`config.mk`:
```
export PLATFORM = sky130hd
export DESIGN_NAME = freq_gate_sched
export DESIGN_NICKNAME = d
export VERILOG_FILES = /design/src/rtl/freq_gate_sched.sv
export SDC_FILE = /design/constraint.sdc
export NUM_CORES = 1
export LEC_CHECK = 0
export ABC_AREA = 1
export CAP_MARGIN = 5
export CELL_PAD_IN_SITES_DETAIL_PLACEMENT = 2
export CELL_PAD_IN_SITES_GLOBAL_PLACEMENT = 2
export CORE_MARGIN = 2
export CORE_UTILIZATION = 26
export DETAILED_ROUTE_END_ITERATION = 10
export GPL_TIMING_DRIVEN = 0
export PLACE_DENSITY_LB_ADDON = 0.1
export SETUP_SLACK_MARGIN = 0.2
export SYNTH_ARGS = -nofsm -noshare
export SYNTH_HDL_FRONTEND = slang
export SYNTH_SLANG_ARGS = --single-unit
export TNS_END_PERCENT = 10
```
`constraint.sdc`:
```
create_clock -name int_osc -period 1.4 [get_ports int_osc]
set_clock_uncertainty 0.1 [all_clocks]
set_input_delay 0.14 -clock int_osc [delete_from_list [all_inputs] [get_ports int_osc]]
set_output_delay 0.14 -clock int_osc [all_outputs]
set_load 0.05 [all_outputs]
```
`src/rtl/freq_gate_sched.sv`:
```
// -----------------------------------------------------------------------------
// freq_gate_sched
//
// Measurement sequencer for the edge-counting frequency datapath. It clears
// and enables an external pulse counter, times the gate window, waits for
// in-flight synchronised edges to land, then samples the count and offers it
// downstream on a valid/ready handshake. With auto-ranging enabled it switches
// between a long and a short gate according to the last count.
//
// Build option:
//   AUTORANGE_EN  defined   -> range switches between long/short gate using
//                              HI_THRESH / LO_THRESH with hysteresis.
//                 undefined -> long gate always, result_range always 0.
//
// Ports:
//   int_osc       in   clock (internal 48 MHz oscillator)
//   reset_n       in   asynchronous active-low reset
//   run           in   level, 1 = continuous measurement
//   edge_cnt      in   current value of the external (saturating) edge counter
//   cnt_clr       out  one-cycle synchronous clear strobe to the edge counter
//   cnt_en        out  count enable to the edge counter (high during the gate)
//   result_count  out  latched count
//   result_range  out  gate used for the result (0 long, 1 short)
//   result_valid  out  result available
//   result_ready  in   consumer accepts the result
//   busy          out  sequencer is not idle
//   overrun       out  sticky: an unaccepted result was overwritten
//   overrun_clr   in   clears overrun (a coincident set wins)
// -----------------------------------------------------------------------------
module freq_gate_sched #(
    parameter int unsigned CNT_W             = 16,
    parameter int unsigned GATE_LONG_CYCLES  = 2_400_000,
    parameter int unsigned GATE_SHORT_CYCLES = 240_000,
    parameter int unsigned SETTLE_CYCLES     = 2,
    parameter int unsigned HI_THRESH         = 60_000,
    parameter int unsigned LO_THRESH         = 5_000
) (
    input  logic             int_osc,
    input  logic             reset_n,
    input  logic             run,
    input  logic [CNT_W-1:0] edge_cnt,
    output logic             cnt_clr,
    output logic             cnt_en,
    output logic [CNT_W-1:0] result_count,
    output logic             result_range,
    output logic             result_valid,
    input  logic             result_ready,
    output logic             busy,
    output logic             overrun,
    input  logic             overrun_clr
);

    // The timer also holds the settle length, so size it for the largest load.
    localparam int unsigned GATE_MAX = (GATE_LONG_CYCLES > GATE_SHORT_CYCLES) ?
                                       GATE_LONG_CYCLES : GATE_SHORT_CYCLES;
    localparam int unsigned LOAD_MAX = (GATE_MAX > SETTLE_CYCLES) ? GATE_MAX : SETTLE_CYCLES;
    localparam int unsigned TMR_W    = $clog2(LOAD_MAX + 1);

    typedef enum logic [2:0] {
        S_IDLE,
        S_CLEAR,
        S_GATE,
        S_SETTLE,
        S_LATCH
    } state_e;

    state_e           state_q, state_d;
    logic [TMR_W-1:0] timer_q, timer_d;
    logic             range_q;
    logic [CNT_W-1:0] res_count_q, res_count_d;
    logic             res_range_q, res_range_d;
    logic             res_valid_q, res_valid_d;
    logic             overrun_q, overrun_d;

    // -------------------------------------------------------------------------
    // Next-state and Moore outputs
    // -------------------------------------------------------------------------
    always_comb begin
        // NOTE: every signal assigned here gets a default first, so no path
        // through the case statement can leave one unassigned and infer a latch.
        state_d     = state_q;
        timer_d     = timer_q;
        res_count_d = res_count_q;
        res_range_d = res_range_q;
        res_valid_d = res_valid_q;
        overrun_d   = overrun_q;
        cnt_clr     = 1'b0;
        cnt_en      = 1'b0;

        if (res_valid_q && result_ready) begin
            res_valid_d = 1'b0;
        end
        if (overrun_clr) begin
            overrun_d = 1'b0;
        end

        case (state_q)
            S_IDLE: begin
                timer_d = '0;
                if (run) begin
                    state_d = S_CLEAR;
                end
            end

            S_CLEAR: begin
                cnt_clr = 1'b1;
                if (!run) begin
                    state_d = S_IDLE;
                    timer_d = '0;
                end else begin
                    state_d = S_GATE;
                    timer_d = range_q ? TMR_W'(GATE_SHORT_CYCLES) : TMR_W'(GATE_LONG_CYCLES);
                end
            end

            S_GATE: begin
                cnt_en = 1'b1;
                if (!run) begin
                    state_d = S_IDLE;
                    timer_d = '0;
                end else if (timer_q == TMR_W'(1)) begin
                    // A zero-length settle goes straight to the sample cycle.
                    state_d = (SETTLE_CYCLES == 0) ? S_LATCH : S_SETTLE;
                    timer_d = TMR_W'(SETTLE_CYCLES);
                end else begin
                    timer_d = timer_q - TMR_W'(1);
                end
            end

            S_SETTLE: begin
                if (!run) begin
                    state_d = S_IDLE;
                    timer_d = '0;
                end else if (timer_q == TMR_W'(1)) begin
                    state_d = S_LATCH;
                    timer_d = '0;
                end else begin
                    timer_d = timer_q - TMR_W'(1);
                end
            end

            S_LATCH: begin
                // A new result always loads. It only counts as an overrun when
                // the old one is still pending and not being taken this edge.
                res_count_d = edge_cnt;
                res_range_d = range_q;
                res_valid_d = 1'b1;
                if (res_valid_q && !result_ready) begin
                    overrun_d = 1'b1;   // after the clear above: set wins
                end
                state_d = run ? S_CLEAR : S_IDLE;
            end

            default: begin
                state_d = S_IDLE;
                timer_d = '0;
            end
        endcase
    end

    // -------------------------------------------------------------------------
    // Auto-ranging: decided on the sampled count, used from the next CLEAR.
    // -------------------------------------------------------------------------
`ifdef AUTORANGE_EN
    logic range_d;

    always_comb begin
        range_d = range_q;
        if (state_q == S_LATCH) begin
            // A saturated counter is always too fast for the long gate.
            if (!range_q && ((32'(edge_cnt) > HI_THRESH) || (&edge_cnt))) begin
                range_d = 1'b1;
            end else if (range_q && (32'(edge_cnt) < LO_THRESH)) begin
                range_d = 1'b0;
            end
        end
    end

    always_ff @(posedge int_osc or negedge reset_n) begin
        if (!reset_n) begin
            range_q <= 1'b0;
        end else begin
            range_q <= range_d;
        end
    end
`else
    assign range_q = 1'b0;
`endif

    // -------------------------------------------------------------------------
    // State registers
    // -------------------------------------------------------------------------
    always_ff @(posedge int_osc or negedge reset_n) begin
        if (!reset_n) begin
            state_q     <= S_IDLE;
            timer_q     <= '0;
            res_count_q <= '0;
            res_range_q <= 1'b0;
            res_valid_q <= 1'b0;
            overrun_q   <= 1'b0;
        end else begin
            // NOTE: non-blocking assignments so every register samples the
            // pre-edge values, independent of statement order.
            state_q     <= state_d;
            timer_q     <= timer_d;
            res_count_q <= res_count_d;
            res_range_q <= res_range_d;
            res_valid_q <= res_valid_d;
            overrun_q   <= overrun_d;
        end
    end

    assign result_count = res_count_q;
    assign result_range = res_range_q;
    assign result_valid = res_valid_q;
    assign overrun      = overrun_q;
    assign busy         = (state_q != S_IDLE);

endmodule

```
==> out/results.txt <==
outcome - complete, but fails checks
failing checks - setup timing
Leak Pwr - 1.804 nW
footprint of the multi-input gates - 0.001426 mm²
Yosys top cell by area - dfrtp_1
grt ovf - 0
register bit total from synthesis - 43
post-synthesis async set-or-reset flop share - 100.0%
Max VDD drop - 1.212 mV
die width - 99.37 µm
setup ws final - -183.6 ps
fin crit share - 113.1%
P_sw - 5.163 mW
Setup CP Type - reg -> reg
Synth area leaders - dfrtp_1 (46%), nand2_1 (21%), nor2_1 (5.7%)
Synth top cells by count - nand2_1 (133), dfrtp_1 (43), nor2_1 (36), inv_1 (31), nand3_1 (13)
n_diodes - 0
maxcap violations - 0
Avg WL per Cell - 16.96 µm
Yosys cell types - 29
final hold violations - 0
buffer depth of the longest clock path - 2
worst skew pair latency - 300 ps
total power - 9.782 mW
Mapped Area - 0.002365 mm²
Die H - 99.37 µm
# fillers - 1001
Residual DRC - 0
Final TNS setup - -3684 ps
unrepaired setup endpoints after global routing - true
Placed Cells - 475
first-pass GRT wire length - 13610 µm
First-pass DRT Iterations - 4
ys flop type - dfrtp_1
YS warnings - 0
Max Freq - 631.5 MHz
crit start category - flip-flop
initial antenna violation count - 0
overall fraction of global-route tracks in use - 17.79%
largest net degree at the start of global routing - 33
dpl hpwl - 5821 µm
Syn-to-layout area delta - 53.17%
internal power - 4.619 mW
non-filler cells, final - 508
vias in the first global route - 2586
largest fanout on the critical path - 5
Top Ports - 43
Seq/Total Area, Yosys - 45.50%
vias post-DR - 2378
top-count cell post-synth - nand2_1
clk slew on worst S/H paths - 90 ps
Initial Utilization - 26.98%
GP Congestion - 0.7474
PwrDens - 2700 mW/mm²
minimum clock period - 1584 ps
final wirelength - 8615 µm
post-synth net total - 348
fin util - 41.33%
CTS Sinks - 43
row count - 34
Avg Cell Area, Syn - 7.276 µm²
Root Driver - clkbuf_8
die area - 0.009874 mm²
CTS tree - yes
Comb power frac - 66.6%
post-layout net count - 423
Via density - 4.681
IO buf count - 41
Synth top area share - 45.50%
Crit path arrival time - 1670 ps
H-tree levels - 2
clock network fraction of total power - 10.4%
DR iter-0 viols - 39
FF/Latch Area - 0.001087 mm²
Routed Antenna Nets - 0
Setup crit end kind - flip-flop
core area - 0.008763 mm²
Syn Inst Count - 325
final setup fails - 26
Sw Share - 52.78%
Flop pwr share - 23.0%
number of synthesized flops with an enable pin - 0
Req. time, crit path - 1490 ps
fin. max-slew vios - 0
Hold WC Path Type - in -> async
Inserted Clock Buffers - 5
share of cells above drive strength 1 - 37.25%
-- routing by layer --
layer	GRT usage [%]	vias to the layer above	share of wire, %
met5	0	-	0
met4	3.583	0	0.39
met3	3.092	2	2.4
met2	31.24	35	52
met1	23.05	1193	45
li1	-	1148	-
-- layout by cell type (no fill, tap or decap), drive strengths merged, types with 2 or more instances in the layout --
master           n
buf             48
clkbuf          14
clkdlybuf4s50   19
dfrtp           43
ha               2
inv             32
nand2          135
nand3           17
nand4            6
nor2            46
nor3             2
o21ai           15
o21bai           4
o22ai            2
xor2             7
-- critical path: stages (launching register included) --
cell and delay, ps:
dfrtp_2 460, nor2_4 150, nand2_1 90, nor2_2 110, nand3_2 120, nand2_4 140
inv_8 60, buf_12 140, nand2_4 50, nand3_2 50
-- flip-flops by register name, indices dropped and copies added, names as in the netlist --
register / count
result_valid: 1
result_count: 16
overrun: 1
state_q: 3
timer_q: 22
-- power by group through the flow --
stage / Combinational, mW / Clock [mW] / Sequential (mW)
global placement: 5.03 / 0 / 2.16
finish: 6.52 / 1.01 / 2.25
detailed placement: 5.20 / 0 / 2.16
CTS: 5.84 / 1.03 / 2.16
floorplan: 2.93 / 0 / 2.84
global route: 7.17 / 1.09 / 2.32
-- cell type report --
class                           count  share of cell area, %
Multi-Input combinational cell    241                  39.38
Sequential cell                    43                  30.02
Timing Repair Buffer               68                  17.17
Tap cell                          108                  3.731
Inverter                           32                  3.523
Buffer                              9                  3.247
Clock buffer                        5                  1.900
Clock inverter                      2                  1.036
-- worst paths after layout --
check,from,end,slack (ps),cells after the start
setup / recovery,timer_q[5],timer_q[8],-180,9
hold / removal,reset_n,timer_q[14],170,2
setup reg to reg,timer_q[5],timer_q[8],-180,9
hold reg to reg,result_count[3],result_count[3],390,2
max in group asynchronous,reset_n,timer_q[3],510,3
min in group int_osc,edge_cnt[0],result_count[0],270,3
-- logic make-up (layout without fill, tap and decap cells) --
logic type               count (synthesis)  count (layout)  share of synthesized area [%]
AO/OA/AOI/OAI                           22              22                          5.450
XOR/XNOR                                 8               8                          2.963
adder cells (fa/ha/maj)                  2               2                          1.058
buffers and inverters                   41             116                          7.407
flip-flops                              43              43                          45.50
other                                    1               1                         0.1586
AND/OR/NAND/NOR                        208             208                          37.46
-- metrics by stage --
step / hold slack (ps) / cell area [µm²] / setup slack [ps]
floorplan: -255.6 / 2402 / -2.572
global placement: 361.5 / 2948 / -1392
detailed placement: -30.66 / 2963 / -381.3
CTS: 179.4 / 3344 / -186.5
global route: 190.7 / 3622 / -269.4
finish: 169.1 / 3622 / -183.6
-- timing repair --
| action | 4_1_cts | 5_1_grt |
|---|---|---|
| endpoints found under the setup margin | 64 | 60 |
| hold buffers | 1 | 0 |
| gates resized for setup | 172 | 75 |
| hold endpoints to repair | 43 | 0 |
| pin swaps | 8 | 17 |
| cloned | 1 | 0 |
| buffers inserted | 17 | 7 |
No activity file was read; power rests on OpenSTA's default activity.
